**config.mk**
```make
export PLATFORM = sky130hd
export DESIGN_NAME = tick_init_ctrl
export DESIGN_NICKNAME = d
export VERILOG_FILES = /design/src/rtl/tick_init_ctrl.sv
export SDC_FILE = /design/constraint.sdc
export NUM_CORES = 1
export LEC_CHECK = 0
export ABC_AREA = 0
export CAP_MARGIN = 40
export CORE_MARGIN = 3
export CORE_UTILIZATION = 50
export DETAILED_ROUTE_END_ITERATION = 7
export HOLD_SLACK_MARGIN = 0.05
export PLACE_DENSITY = 0.72
export SYNTH_ARGS = -nofsm -noshare
export SYNTH_HDL_FRONTEND = slang
export SYNTH_SLANG_ARGS = --single-unit
```
**constraint.sdc**
```tcl
create_clock -name fpga_clk -period 2.9 [get_ports fpga_clk]
set_input_delay 0.29 -clock fpga_clk [delete_from_list [all_inputs] [get_ports fpga_clk]]
set_output_delay 0.29 -clock fpga_clk [all_outputs]
set_load 0.005 [all_outputs]
```
**src/rtl/tick_init_ctrl.sv**
```systemverilog
// tick_init_ctrl: debounced init/pause buttons driving an INIT/RUN/PAUSE FSM and a 1 Hz divider
// Ports:
//   fpga_clk      system clock, all logic on the rising edge
//   sys_rst_n     asynchronous active-low reset
//   btn_init      raw init button, asynchronous, active-high, bouncy
//   btn_pause     raw pause/resume button, asynchronous, active-high, bouncy
//   sys_init_ctrl high while the FSM is in INIT
//   clk_1Hz       divided 50% square wave
//   tick_1Hz      one-cycle pulse once per divider period
//   state         FSM state: 00=INIT, 01=RUN, 10=PAUSE
module tick_init_ctrl #(
    parameter int TICK_DIV  = 100_000_000,
    parameter int DB_CYCLES = 1_000_000
) (
    input  logic       fpga_clk,
    input  logic       sys_rst_n,
    input  logic       btn_init,
    input  logic       btn_pause,
    output logic       sys_init_ctrl,
    output logic       clk_1Hz,
    output logic       tick_1Hz,
    output logic [1:0] state
);
    localparam int CW = $clog2(TICK_DIV);
    localparam int DW = $clog2(DB_CYCLES);
    localparam logic [CW-1:0] CNT_MAX  = CW'(TICK_DIV - 1);
    localparam logic [CW-1:0] CNT_HALF = CW'(TICK_DIV / 2);
    localparam logic [DW-1:0] DB_MAX   = DW'(DB_CYCLES - 1);
    localparam logic [1:0] ST_INIT  = 2'b00;
    localparam logic [1:0] ST_RUN   = 2'b01;
    localparam logic [1:0] ST_PAUSE = 2'b10;

    // bit 0 carries init, bit 1 carries pause through the conditioning chain
    logic [1:0]    btn_raw, sync1, sync2, db, db_d, rise;
    logic [DW-1:0] db_cnt [2];
    logic [CW-1:0] count, count_nxt;
    logic [1:0]    state_nxt;
    logic          clk_nxt, tick_nxt;

    assign btn_raw       = {btn_pause, btn_init};
    assign sys_init_ctrl = state == ST_INIT;

    always_ff @(posedge fpga_clk or negedge sys_rst_n) begin
        if (!sys_rst_n) begin
            sync1 <= '0;
            sync2 <= '0;
            db    <= '0;
            db_d  <= '0;
            for (int i = 0; i < 2; i++) db_cnt[i] <= '0;
        end else begin
            sync1 <= btn_raw;
            sync2 <= sync1;
            db_d  <= db;
            for (int i = 0; i < 2; i++) begin
                if (sync2[i] == db[i]) begin
                    db_cnt[i] <= '0;
                end else if (db_cnt[i] == DB_MAX) begin
                    db[i]     <= sync2[i];
                    db_cnt[i] <= '0;
                end else begin
                    db_cnt[i] <= db_cnt[i] + DW'(1);
                end
            end
        end
    end

    // init_rise overrides everything; in PAUSE the clock level is held rather than
    // recomputed, because the frozen count may already sit one step past the half point
    always_comb begin
        rise      = db & ~db_d;
        state_nxt = rise[0]            ? ST_INIT :
                    state == ST_INIT   ? (db[0] ? ST_INIT : ST_RUN) :
                    state == ST_RUN    ? (rise[1] ? ST_PAUSE : ST_RUN) :
                    state == ST_PAUSE  ? (rise[1] ? ST_RUN : ST_PAUSE) : ST_INIT;
        count_nxt = (rise[0] || state == ST_INIT) ? '0 :
                    state == ST_RUN ? (count == CNT_MAX ? '0 : count + CW'(1)) : count;
        clk_nxt   = (rise[0] || state == ST_INIT) ? 1'b0 :
                    state == ST_RUN ? (count >= CNT_HALF) : clk_1Hz;
        tick_nxt  = !rise[0] && state == ST_RUN && count == CNT_MAX;
    end

    always_ff @(posedge fpga_clk or negedge sys_rst_n) begin
        if (!sys_rst_n) begin
            state    <= ST_INIT;
            count    <= '0;
            clk_1Hz  <= 1'b0;
            tick_1Hz <= 1'b0;
        end else begin
            state    <= state_nxt;
            count    <= count_nxt;
            clk_1Hz  <= clk_nxt;
            tick_1Hz <= tick_nxt;
        end
    end
endmodule

```
==> metrics.cfg <==
[run_status]
outcome=completed

[global_route]
first_global_vias=2996
grt_max_degree=48
global_route_wire_length_before_repair_um=14100
grt_antenna_before_repair=0
globalRouteTotalUtil_pct=19.4
overflow=0

[detailed_routing]
dr.first_iter.drc_count=158
route.detailed.wl_per_inst_um=14.9
drc=0
dr.pass1.iters=5
via_count=3129
route.antenna.remaining_nets=0
finalWirelength_um=8050
route.detailed.vias_per_inst=5.78

[cts]
cts_tree=yes
cts-htree-levels=3
post_cts_resized=0
clk_latency_ns=0.36
cts-root-to-sink-buffers=2
clock_slew_at_the_register_clock_pins_of_the_worst_setup_and_hold_paths_ns=0.09
post-cts-setup-buffer-count=0
clock_tree.root_cell=sky130_fd_sc_hd__clkbuf_8
cts-hold-fix-buffers=1
cts_sinks=79
number_of_buffers_added_by_the_clock_tree_synthesis_step=9

[finish]
design.final.nets=442
multi_input_area_sq_um=1970
layout.area.seq_sq_um=1980
diodes=0
area_delta_synth_final_pct=9.53
finalCoreUtilization_pct=56.9
n_fill_cell=701
final_layout_size_suffix_gt1_share_pct=7.74

[pwr]
power-per-cell-area_nw_per_um2=447
total_leakage_power_nw=1.88
ir_worst_vdd_mv=0.245

[setup_path]
timing.critical_path.from_type=register
worst-path-max-fanout=21
worstPathCellList=or4_4 > nor4_4 > a31oi_2 > buf_4 > a21o_1 > a22o_1
timing.critical_path.slowest_stage_cell=sky130_fd_sc_hd__or4_4
crit_path_max_incr_delay_ns=0.59
kind_of_end_point_of_the_critical_path=register
critPathKind=register to register
cp_data_required_time_ns=3.15
timing.critical_path.max_delay_family=simple AND/OR/NAND/NOR gates
worstPathArrival_ns=2.79
worst_path_bufs_invs=1

[synth]
netlist_area_sq_um=4060
dominantRegCellSynth=sky130_fd_sc_hd__dfrtp_1
synth_top_area_share_pct=48.7
synth.largest_area_cell=sky130_fd_sc_hd__dfrtp_1
synth_enable_flop_cells=0
syn_inst=425
ys_ff_latch=79
post_synth.cell_area_avg_sq_um=9.55
postSynthNetCount=433
synth_async_reset_ratio_pct=100
yosysWarningCount=0
yosys.cell_types.count=50
ys_seq_area_share_pct=48.7
netlist_top_cells_area=sky130_fd_sc_hd__dfrtp_1 (49%), sky130_fd_sc_hd__xnor2_1 (5.8%), sky130_fd_sc_hd__nor2_1 (5.5%), sky130_fd_sc_hd__nand3_1 (3.7%), sky130_fd_sc_hd__xor2_1 (3.0%)

[sta]
setup_ws_post_layout_ns=0.359
max_clock_freq_mhz=393
layout_worst_path_cycle_share_pct=87.6
setup-violations-final=0
timing.final.hold_violations=0
finClkSkew_ns=0.0128
totalNegativeSetupSlack_ns=0
finalCriticalPeriod_ns=2.54
report.final.slew_viol_count=0
worst_slew_pin_slew_ns=0.933
relSlewSlack_pct=37.6
unrepaired_setup_endpoints_after_global_routing=no

[floorplanning]
dieArea_sq_um=9230
die_h_um=96.1
core.rowCount=32
start_util_pct=52.0
core_area_sq_um=7810
floorplan.io_pins=9
dieWidth_um=96.1

[flow_run]
maxCapViolCount=0

[placed_design]
port-buffer-count=8
place_worst_setup_slack_ns=0.399
dpl.hpwl_um=5380
globalplace.congestion=0.870

[min_path]
worst_hold_path_type=register to register

cell usage after synthesis, drive strengths merged (7+ instances only):
cell,number
inv,11
and3,12
nor4,7
o21ai,11
xor2,14
xnor2,27
a31oi,18
buf,7
nor3,17
nand2,29
clkbuf,8
nand3,31
a21oi,15
nor2,59
dfrtp,79
nand4,18
where the power goes:
group          switching [W]  total [W]  internal, W
Clock               0.000418   0.000817     0.000399
Sequential        0.00000838    0.00112      0.00111
Combinational      0.0000367  0.0000530    0.0000163
placed cells by master (no fill, tap or decap), types with 12 or more instances in the layout:
cell / n
sky130_fd_sc_hd__a21oi_1: 15
sky130_fd_sc_hd__a31oi_1: 17
sky130_fd_sc_hd__and3_1: 12
sky130_fd_sc_hd__dfrtp_1: 79
sky130_fd_sc_hd__nand2_1: 29
sky130_fd_sc_hd__nand3_1: 30
sky130_fd_sc_hd__nand4_1: 18
sky130_fd_sc_hd__nor2_1: 59
sky130_fd_sc_hd__nor3_1: 16
sky130_fd_sc_hd__xnor2_1: 27
sky130_fd_sc_hd__xor2_1: 14
logic make-up after synthesis:
logic type                 after synthesis  share of synthesized area [%]
adders and majority gates                4                           1.23
buffers and inverters                   26                           2.71
and+or+nand+nor                        211                           27.8
xor gates and xnor gates                41                           8.85
muxes                                    5                           1.36
AOI/OAI and AO/OA                       59                           9.34
DFF                                     79                           48.7
metal layers:
metal  global-route usage (%)  wire (um)  share of wire, %  vias to the layer above
met5                        0          0                 0                        -
met4                     7.35        108               1.3                        0
met2                     29.9       3740                46                       64
met1                     27.5       3860                48                     1519
li1                         -          -                 -                     1533
met3                     3.21        338               4.2                       13
flip-flops by register name (all words and copies together), names as in the netlist:
| name | flops |
|---|---|
| tick_1Hz | 1 |
| db_cnt | 40 |
| state | 2 |
| sync1 | 2 |
| clk_1Hz | 1 |
| db_d | 2 |
| db | 2 |
| sync2 | 2 |
| count | 27 |
through the flow:
step | hold WS [ns] | cell area (sq um) | std cells | total power (W)
final | 0.353 | 4440 | 541 | 0.00199
after global routing | 0.373 | 4440 | 541 | 0.00206
after CTS | 0.354 | 4440 | 541 | 0.00201
after detailed placement | 0.271 | 4240 | 524 | 0.00119
after global placement | 0.333 | 4220 | 523 | 0.00119
after floorplan | -0.00559 | 4060 | 425 | 0.00116
path summary, 6_finish.rpt:
path / slack, ns / to / depth (start not counted) / from
max in group asynchronous: 1.90 / db_cnt[23]$_DFF_PN0_ / 3 / sys_rst_n
max: 0.36 / count[4]$_DFFE_PN0P_ / 6 / count[11]$_DFFE_PN0P_
min in group asynchronous: 0.41 / count[15]$_DFFE_PN0P_ / 2 / sys_rst_n
min reg2reg: 0.35 / sync2[1]$_DFF_PN0_ / 0 / sync1[1]$_DFF_PN0_
max reg2reg: 0.36 / count[4]$_DFFE_PN0P_ / 6 / count[11]$_DFFE_PN0P_
min: 0.35 / sync2[1]$_DFF_PN0_ / 0 / sync1[1]$_DFF_PN0_
final cells by class:
| cell class | count | share of cell area, % |
|---|---|---|
| Sequential cell | 79 | 44.5 |
| Multi-Input combinational cell | 320 | 44.3 |
| Timing Repair Buffer | 13 | 3.10 |
| Clock buffer | 11 | 2.96 |
| Tap cell | 102 | 2.87 |
| Clock inverter | 5 | 1.32 |
| Inverter | 11 | 0.929 |
(Power assumes the default switching activity.)
